`src/rtl/crc_frame_ctrl_if.sv`:
```
// Word-in / CRC-out handshake bundle between crc_frame_ctrl and its client.
// The client supplies words and consumes collected CRCs; the controller is the slave.
interface crc_frame_ctrl_if #(
  parameter int DATA_WIDTH = 8,
  parameter int CRC_WIDTH  = 8
);
  logic [DATA_WIDTH-1:0] in_data;
  logic                  in_valid;
  logic                  in_ready;
  logic [CRC_WIDTH-1:0]  out_crc;
  logic                  out_valid;
  logic                  out_ready;

  modport master (
    output in_data, in_valid, out_ready,
    input  in_ready, out_crc, out_valid
  );

  modport slave (
    input  in_data, in_valid, out_ready,
    output in_ready, out_crc, out_valid
  );
endinterface

```
`src/rtl/crc_frame_ctrl.sv`:
```
// Sequencer for the bit-serial CRC engine: latches a word, pulses the engine reset,
// shifts the word out LSB-first and gathers the serial CRC into a parallel result.
module crc_frame_ctrl #(
  parameter int DATA_WIDTH = 8,
  parameter int CRC_WIDTH  = 8,
  parameter int TIMEOUT    = 16
) (
  input  logic            CLK,
  input  logic            RST,
  crc_frame_ctrl_if.slave bus,
  output logic            eng_rst_n,
  output logic            eng_data,
  output logic            eng_active,
  input  logic            eng_valid,
  input  logic            eng_crc,
  output logic            err_timeout,
  output logic            err_drop,
  output logic            busy
);
  localparam int BIT_W  = (DATA_WIDTH > 1) ? $clog2(DATA_WIDTH) : 1;
  localparam int COL_W  = (CRC_WIDTH > 1) ? $clog2(CRC_WIDTH) : 1;
  localparam int WAIT_W = $clog2(TIMEOUT + 1);
  localparam logic [BIT_W-1:0]  BIT_LAST = BIT_W'(DATA_WIDTH - 1);
  localparam logic [COL_W-1:0]  COL_LAST = COL_W'(CRC_WIDTH - 1);
  localparam logic [WAIT_W-1:0] WAIT_MAX = WAIT_W'(TIMEOUT);

  typedef enum logic [2:0] {
    S_IDLE       = 3'd0,
    S_ENG_RST    = 3'd1,
    S_SHIFT      = 3'd2,
    S_WAIT_VALID = 3'd3,
    S_COLLECT    = 3'd4,
    S_DONE       = 3'd5
  } state_t;

  state_t                state_q, state_d;
  logic [DATA_WIDTH-1:0] word_q, word_d;
  logic [BIT_W-1:0]      bit_cnt_q, bit_cnt_d;
  logic [WAIT_W-1:0]     wait_cnt_q, wait_cnt_d;
  logic [WAIT_W-1:0]     wait_inc;
  logic [COL_W-1:0]      col_cnt_q, col_cnt_d;
  logic [CRC_WIDTH-1:0]  out_crc_q, out_crc_d;
  logic                  in_ready_q, in_ready_d;
  logic                  eng_rst_n_q, eng_rst_n_d;
  logic                  eng_data_q, eng_data_d;
  logic                  eng_active_q, eng_active_d;
  logic                  out_valid_q, out_valid_d;
  logic                  err_timeout_q, err_timeout_d;
  logic                  err_drop_q, err_drop_d;
  logic                  busy_q, busy_d;

  assign wait_inc = (wait_cnt_q == WAIT_MAX) ? wait_cnt_q : wait_cnt_q + 1'b1;

  // word_q doubles as the shift register: bit 0 is always the next bit to send
  always_comb begin
    state_d       = state_q;
    word_d        = word_q;
    bit_cnt_d     = bit_cnt_q;
    wait_cnt_d    = wait_cnt_q;
    col_cnt_d     = col_cnt_q;
    out_crc_d     = out_crc_q;
    eng_data_d    = 1'b0;
    err_timeout_d = 1'b0;
    err_drop_d    = 1'b0;

    case (state_q)
      S_IDLE: begin
        if (bus.in_valid && in_ready_q) begin
          word_d  = bus.in_data;
          state_d = S_ENG_RST;
        end
      end

      S_ENG_RST: begin
        bit_cnt_d  = '0;
        eng_data_d = word_q[0];
        word_d     = word_q >> 1;
        state_d    = S_SHIFT;
      end

      S_SHIFT: begin
        if (bit_cnt_q == BIT_LAST) begin
          wait_cnt_d = '0;
          state_d    = S_WAIT_VALID;
        end else begin
          bit_cnt_d  = bit_cnt_q + 1'b1;
          eng_data_d = word_q[0];
          word_d     = word_q >> 1;
        end
      end

      S_WAIT_VALID: begin
        wait_cnt_d = wait_inc;
        if (eng_valid) begin
          out_crc_d[0] = eng_crc;
          col_cnt_d    = COL_W'(1);
          state_d      = (CRC_WIDTH == 1) ? S_DONE : S_COLLECT;
        end else if (wait_inc == WAIT_MAX) begin
          err_timeout_d = 1'b1;
          state_d       = S_IDLE;
        end
      end

      // A dropped valid abandons the frame; the half-filled out_crc is left as is
      S_COLLECT: begin
        if (!eng_valid) begin
          err_drop_d = 1'b1;
          state_d    = S_IDLE;
        end else begin
          out_crc_d[col_cnt_q] = eng_crc;
          if (col_cnt_q == COL_LAST) begin
            state_d = S_DONE;
          end else begin
            col_cnt_d = col_cnt_q + 1'b1;
          end
        end
      end

      S_DONE: begin
        if (out_valid_q && bus.out_ready) begin
          state_d = S_IDLE;
        end
      end

      default: state_d = S_IDLE;
    endcase

    in_ready_d   = (state_d == S_IDLE);
    busy_d       = (state_d != S_IDLE);
    eng_rst_n_d  = (state_d != S_ENG_RST);
    eng_active_d = (state_d == S_SHIFT);
    out_valid_d  = (state_d == S_DONE);
  end

  always_ff @(posedge CLK) begin
    if (RST) begin
      state_q       <= S_IDLE;
      word_q        <= '0;
      bit_cnt_q     <= '0;
      wait_cnt_q    <= '0;
      col_cnt_q     <= '0;
      out_crc_q     <= '0;
      in_ready_q    <= 1'b1;
      eng_rst_n_q   <= 1'b1;
      eng_data_q    <= 1'b0;
      eng_active_q  <= 1'b0;
      out_valid_q   <= 1'b0;
      err_timeout_q <= 1'b0;
      err_drop_q    <= 1'b0;
      busy_q        <= 1'b0;
    end else begin
      state_q       <= state_d;
      word_q        <= word_d;
      bit_cnt_q     <= bit_cnt_d;
      wait_cnt_q    <= wait_cnt_d;
      col_cnt_q     <= col_cnt_d;
      out_crc_q     <= out_crc_d;
      in_ready_q    <= in_ready_d;
      eng_rst_n_q   <= eng_rst_n_d;
      eng_data_q    <= eng_data_d;
      eng_active_q  <= eng_active_d;
      out_valid_q   <= out_valid_d;
      err_timeout_q <= err_timeout_d;
      err_drop_q    <= err_drop_d;
      busy_q        <= busy_d;
    end
  end

  assign bus.in_ready  = in_ready_q;
  assign bus.out_crc   = out_crc_q;
  assign bus.out_valid = out_valid_q;
  assign eng_rst_n     = eng_rst_n_q;
  assign eng_data      = eng_data_q;
  assign eng_active    = eng_active_q;
  assign err_timeout   = err_timeout_q;
  assign err_drop      = err_drop_q;
  assign busy          = busy_q;
endmodule

```
`src/flat_wrapper.sv`:
```
// flat-port wrapper written by rule: the top's interface ports become plain ports
module crc_frame_ctrl_flat 
#(
  parameter int DATA_WIDTH = 8,
  parameter int CRC_WIDTH  = 8,
  parameter int TIMEOUT    = 16
)
  (CLK, RST, eng_rst_n, eng_data, eng_active, eng_valid, eng_crc, err_timeout, err_drop, busy, bus_in_data, bus_in_valid, bus_out_ready, bus_in_ready, bus_out_crc, bus_out_valid);
  crc_frame_ctrl_if #(.DATA_WIDTH(DATA_WIDTH), .CRC_WIDTH(CRC_WIDTH)) bus_i ();
  input  logic CLK;
  input  logic RST;
  output logic eng_rst_n;
  output logic eng_data;
  output logic eng_active;
  input  logic eng_valid;
  input  logic eng_crc;
  output logic err_timeout;
  output logic err_drop;
  output logic busy;
  input wire logic [$bits(bus_i.in_data)-1:0] bus_in_data;
  input wire logic [$bits(bus_i.in_valid)-1:0] bus_in_valid;
  input wire logic [$bits(bus_i.out_ready)-1:0] bus_out_ready;
  output wire logic [$bits(bus_i.in_ready)-1:0] bus_in_ready;
  output wire logic [$bits(bus_i.out_crc)-1:0] bus_out_crc;
  output wire logic [$bits(bus_i.out_valid)-1:0] bus_out_valid;
  assign bus_i.in_data = bus_in_data;
  assign bus_i.in_valid = bus_in_valid;
  assign bus_i.out_ready = bus_out_ready;
  assign bus_in_ready = bus_i.in_ready;
  assign bus_out_crc = bus_i.out_crc;
  assign bus_out_valid = bus_i.out_valid;
  crc_frame_ctrl #(.DATA_WIDTH(DATA_WIDTH), .CRC_WIDTH(CRC_WIDTH), .TIMEOUT(TIMEOUT)) u_core (.CLK(CLK), .RST(RST), .bus(bus_i), .eng_rst_n(eng_rst_n), .eng_data(eng_data), .eng_active(eng_active), .eng_valid(eng_valid), .eng_crc(eng_crc), .err_timeout(err_timeout), .err_drop(err_drop), .busy(busy));
endmodule
```
`config.mk`:
```
export PLATFORM = sky130hd
export DESIGN_NAME = crc_frame_ctrl_flat
export DESIGN_NICKNAME = d
export VERILOG_FILES = /design/src/rtl/crc_frame_ctrl_if.sv /design/src/rtl/crc_frame_ctrl.sv /design/src/flat_wrapper.sv
export SDC_FILE = /design/constraint.sdc
export NUM_CORES = 1
export LEC_CHECK = 0
export ABC_AREA = 1
export BUFFER_PORTS_ARGS = -buffer_cell sky130_fd_sc_hd__buf_2
export CAP_MARGIN = 25
export CORE_ASPECT_RATIO = 0.6
export CORE_MARGIN = 2
export CORE_UTILIZATION = 40
export CTS_BUF_LIST = sky130_fd_sc_hd__clkbuf_16
export CTS_CLUSTER_DIAMETER = 200
export DETAILED_ROUTE_END_ITERATION = 16
export MAX_ROUTING_LAYER = met4
export PLACE_DENSITY = 0.61
export SLEW_MARGIN = 20
export SYNTH_ARGS = -nofsm -noshare
export SYNTH_HDL_FRONTEND = slang
export SYNTH_SLANG_ARGS = --single-unit
export TNS_END_PERCENT = 10
```
`constraint.sdc`:
```
create_clock -name CLK -period 2.5 [get_ports CLK]
set_clock_uncertainty 0.15 [all_clocks]
set_input_delay 0.25 -clock CLK [delete_from_list [all_inputs] [get_ports CLK]]
set_output_delay 0.25 -clock CLK [all_outputs]
set_load 0.005 [all_outputs]
```
Word-level counts from Yosys, hierarchy flattened
Index checks and enable logic that the tools add are counted.
Word-level totals
  flip-flop bits (word level): 38
  input port bits: 14
Operators by class
  add/subtract/negate cells: 3
  magnitude comparators: 2
  equality and inequality tests: 18
  mux-type cells: 30
  bitwise gates (word level): 2
  reductions and logical operators: 18
Operators by type and width (count)
  3-bit 2-to-1 mux: 11
  8-bit case mux with 3 select lines: 1
  3-bit case mux with 6 select lines: 1
  8-bit 2-to-1 mux: 2
  3-bit == test (second input constant): 5
  3-bit case mux with 2 select lines: 2
  5-bit == test (second input constant): 2
  5-bit 2-to-1 mux: 2
  5-bit case mux with 2 select lines: 1
  3-bit by 2-bit == test with 1-bit output (second input constant): 3
  8-bit bitwise mux: 1
  2-bit != test (second input constant): 4
  3-bit by 1-bit adder with 3-bit output (second input constant): 2
  3-bit logical NOT: 2
  1-bit 2-to-1 mux: 6
  2-bit AND reduction: 3
  3-bit AND reduction: 2
  2-bit nonzero test: 3
  3-bit nonzero test: 2
  5-bit by 1-bit adder with 5-bit output (second input constant): 1
  3-bit by 4-bit < comparator with 1-bit output (second input constant): 1
  2-bit by 1-bit != test with 1-bit output (second input constant): 2
  1-bit case mux with 2 select lines: 2
  4-bit AND reduction: 1
  8 further kinds: 11

Longest topological paths before layout
  depth in word-level cells: 7
  mapped depth: 13
  mapped depth without buffers: 13

Worst setup path before layout
No wires, ideal clock.
  path kind: flip-flop to flip-flop
  start: register u_core.wait_cnt_q[0]
  end: register u_core.busy_q (netlist: u_core.busy)
  library setup time: 0.113 ns
  arrival: 1.328 ns
  data required time: 2.237 ns
  slack: 0.910 ns
  stages on the path, launching flop included: 12
  path buffers: 0
  clock period less this slack: 1.590 ns
  path through: dfxtp_1 -> inv_1 -> ha_1 -> nand2_1 -> inv_1 -> nand2_1 -> xor2_1 -> nand3_1 -> nand2_1 -> nand3_1 -> nand2_1 -> nand2_1
On the way
  word-level cells in the longest chain between the ends: 7
RTL lines
  start: declaration: RTL line crc_frame_ctrl.sv:39  | logic [WAIT_W-1:0] wait_cnt_q, wait_cnt_d;
  start signal: assignment: RTL line crc_frame_ctrl.sv:155  | wait_cnt_q <= wait_cnt_d;
  5-bit by 1-bit adder with 5-bit output / 5-bit == test (equally long branches): RTL line crc_frame_ctrl.sv:52  | assign wait_inc = (wait_cnt_q == WAIT_MAX) ? wait_cnt_q : wait_cnt_q + 1'b1;
  5-bit 2-to-1 mux (*): RTL line crc_frame_ctrl.sv:52
  5-bit == test (*): RTL line crc_frame_ctrl.sv:98  | end else if (wait_inc == WAIT_MAX) begin
  3-bit 2-to-1 mux (*): RTL line crc_frame_ctrl.sv:98
  3-bit 2-to-1 mux (*): RTL line crc_frame_ctrl.sv:94  | if (eng_valid) begin
  3-bit case mux with 6 select lines (*): RTL line crc_frame_ctrl.sv:66  | case (state_q)
  3-bit nonzero test (*): RTL line crc_frame_ctrl.sv:129  | busy_d = (state_d != S_IDLE);
  end signal: assignment: RTL line crc_frame_ctrl.sv:165  | busy_q <= busy_d;
  end: declaration: RTL line crc_frame_ctrl.sv:50  | logic busy_q, busy_d;
Every way passes the cells marked *; elsewhere a longest branch is shown, timed or not.
A chain may end at the register's enable or synchronous reset.

Final worst setup path
Same ends and word-level chain as after synthesis.

==> impl_results.md <==
* Synth Area in Simple Gates at 0.263
* XOR/XNOR share of the synthesized area at 0.0102
* Post-Syn Area at 1730 um^2
* Top cells by area, synth: dfxtp_1, nand2_1, inv_1, a21oi_1, o21ai_0
* Crit Path Max Fanout at 5
* Endpoints failing setup at 0
* Peak VDD IR at 0.359 mV
* PD cells at 698 nW/um^2
* Initial antenna violation count at 0
* Synth Area in Compound Gates at 0.160
* Root buffer cell: clkbuf_16
* Share of cells above drive strength 1 at 0.191
* Register area share after synthesis at 0.441
* IO Count at 30
* Adder-Cell Fraction of Synth Area at 0.0435
* #FFs+latches synth at 38
* Critical path launch point type: register
* Final HPWL DP at 2.51 mm
* Final wirelength at 3.49 mm
* Top cell type's share of synthesized area at 0.441
* Clk sink count at 38
* Max_slew headroom at 0.583
* CTS resizes at 0
* Postcts setup bufs at 0
* Final Max Slew Viols at 0
* Gr ovfl total at 0
* Worst EP required at 2.52 ns
* Fmax at 571 MHz
* First-pass GRT wire length at 5.70 mm
* Clk pin slew, worst setup/hold paths at 0.05 ns
* Worst-margin pin slew at 0.624 ns
* RSZ-0062 raised after global routing: no
* CTS Buf Count at 5
* Cell taking the most area after synthesis: dfxtp_1
* Final setup TNS at 0 ns
* Htree depth at 2
* Hold Crit Start: bus_in_data[7]
* Syn Nets at 247
* Crit path time final at 1.75 ns
* Worst setup margin at 0.749 ns
* # hold bufs at CTS at 0
* Syn_area_per_cell at 7.60 um^2
* Routed wire length per instance at 11.0 um
* Worst skew pair latency at 0.27 ns
* Netlist cell types at 27
* Overall Power at 1.43 mW
* Synth warn at 0
* Core footprint at 4120 um^2
* Critical Path AT at 1.77 ns
* Multiplexer share of the synthesized area at 0
* Antenna Nets Post-Route at 0
* Die Ht at 54.9 um
* Min-delay worst type: in2reg
* Leak pwr at 0.910 nW
* Detailed Routing Iterations Pass 1 at 4
* Vias in the first global route at 1148
* Ant. Diodes at 0
* Initial DRC count at 60
* Final Hold Viols at 0
* Initial core utilization at 0.419
* DRC at 0
* WS Path Type: reg2reg
* Final #Nets at 278
* Worst R2R Start: u_core.wait_cnt_q[0]
* Core Rows at 18
* Crit path launch: u_core.wait_cnt_q[0]
* Routed vias at 1483
* Vias per cell at 4.68
* Largest net degree at the start of global routing at 25
* Dpl ws at 0.768 ns
* Main combinational cell family by area after synthesis: simple AND/OR/NAND/NOR gates
* Die width at 88.8 um
* CTS tree: yes
* Period utilisation layout at 0.701
* Input/output buffers at 29
* Max-Cap Viols at 0
* Synthesis-to-layout area growth at 18.7%
* Final GP Congestion at 0.814
* Crit. End Element: register
* CTS Buffer Depth at 2
* Status: complete, no violations
* Tot GR Track Use at 0.164
* Post-Syn Instances at 227
* Total die area at 4870 um^2
==> layer usage <==
layer / vias up / track usage / share of wire
met3: 4 / 0.0543 / 0.058
met2: 34 / 0.194 / 0.34
met1: 635 / 0.243 / 0.59
met5: - / - / 0
li1: 810 / - / -
met4: 0 / 0.0682 / 0.014
==> synthesized netlist by cell type (all sizes together) <==
| cell type | n |
|---|---|
| nand4 | 12 |
| o21ai | 22 |
| clkbuf | 4 |
| nor2 | 18 |
| buf | 1 |
| or2 | 2 |
| nor3 | 2 |
| clkinv | 1 |
| xor2 | 2 |
| ha | 6 |
| nor4 | 1 |
| a31oi | 9 |
| nand3 | 8 |
| inv | 30 |
| nand2 | 52 |
| dfxtp | 38 |
| a21oi | 19 |
==> critical path: stages (launching register included) <==
cell     delay (ns)
dfxtp_1        0.38
inv_1          0.09
ha_1           0.20
nand2_1        0.06
inv_1          0.03
nand2_1        0.09
xor2_1         0.18
nand3_1        0.12
nand2_1        0.14
nand3_1        0.09
nand2_1        0.07
nand2_1        0.05
==> path summary, 6_finish.rpt <==
| check | endpoint | slack, ns | depth (start not counted) |
|---|---|---|---|
| worst max-delay path | u_core.busy | 0.75 | 11 |
| worst min register to register | u_core.bus.out_crc[4] | 0.29 | 2 |
| worst min-delay path | u_core.word_q[7] | 0.08 | 3 |
| worst max register to register | u_core.busy | 0.75 | 11 |
==> kinds of logic (layout without fill, tap and decap cells) <==
group | after synthesis | count (layout)
AO/OA/AOI/OAI | 50 | 50
XOR/XNOR | 2 | 2
adder cells (fa/ha/maj) | 6 | 6
buffers and inverters | 36 | 66
flip-flops | 38 | 38
AND/OR/NAND/NOR | 95 | 95
==> where the power goes <==
part,switching (mW),total (mW),internal (mW)
sequential,0.0272,0.680,0.652
combinational,0.116,0.180,0.0639
clock,0.217,0.571,0.354
total,0.360,1.43,1.07
==> flip-flops by register name (all words and copies together) (netlist names) <==
register              flops
u_core.eng_rst_n          1
u_core.word_q             8
u_core.col_cnt_q          3
u_core.bus.out_valid      1
u_core.bit_cnt_q          3
u_core.bus.out_crc        8
u_core.state_q            3
u_core.bus.in_ready       1
u_core.err_drop           1
u_core.wait_cnt_q         5
u_core.busy               1
u_core.err_timeout        1
u_core.eng_active         1
u_core.eng_data           1
==> through the flow <==
stage / hold WS [ns] / cells / instance area [um^2] / util
CTS: 0.0710 / 317 / 2050 / 0.497
global route: 0.0737 / 317 / 2050 / 0.497
detailed placement: 0.285 / 311 / 1920 / 0.466
finish: 0.0752 / 317 / 2050 / 0.497
floorplan: 0.169 / 227 / 1730 / -
global placement: 0.285 / 311 / 1920 / 0.466
==> cell usage in the layout (no fill, tap or decap) <==
cell	count
nand4_2	1
inv_2	4
nand3_1	7
o21ai_4	1
nor3_1	2
clkinv_1	2
nand4_1	11
nor2_4	1
a31oi_1	9
nand2_4	3
nor2_1	17
clkbuf_16	5
inv_1	26
nand2_2	2
o21ai_2	1
a21oi_1	19
or2_1	1
dfxtp_1	38
nor4_1	1
nand2_1	47
xor2_1	2
or2_2	1
buf_2	29
o21ai_0	18
ha_1	6
o21ai_1	2
nand3_2	1
==> cell type report <==
cell class,instances,area (um^2)
inverters,31,116
well taps,60,75.1
multi-input cells,153,822
clock inverters,1,3.75
clock buffers,5,125
fillers,440,2070
repair buffers,29,145
flip-flops and latches,38,761
Note: power is estimated with default switching activity, not from simulation.
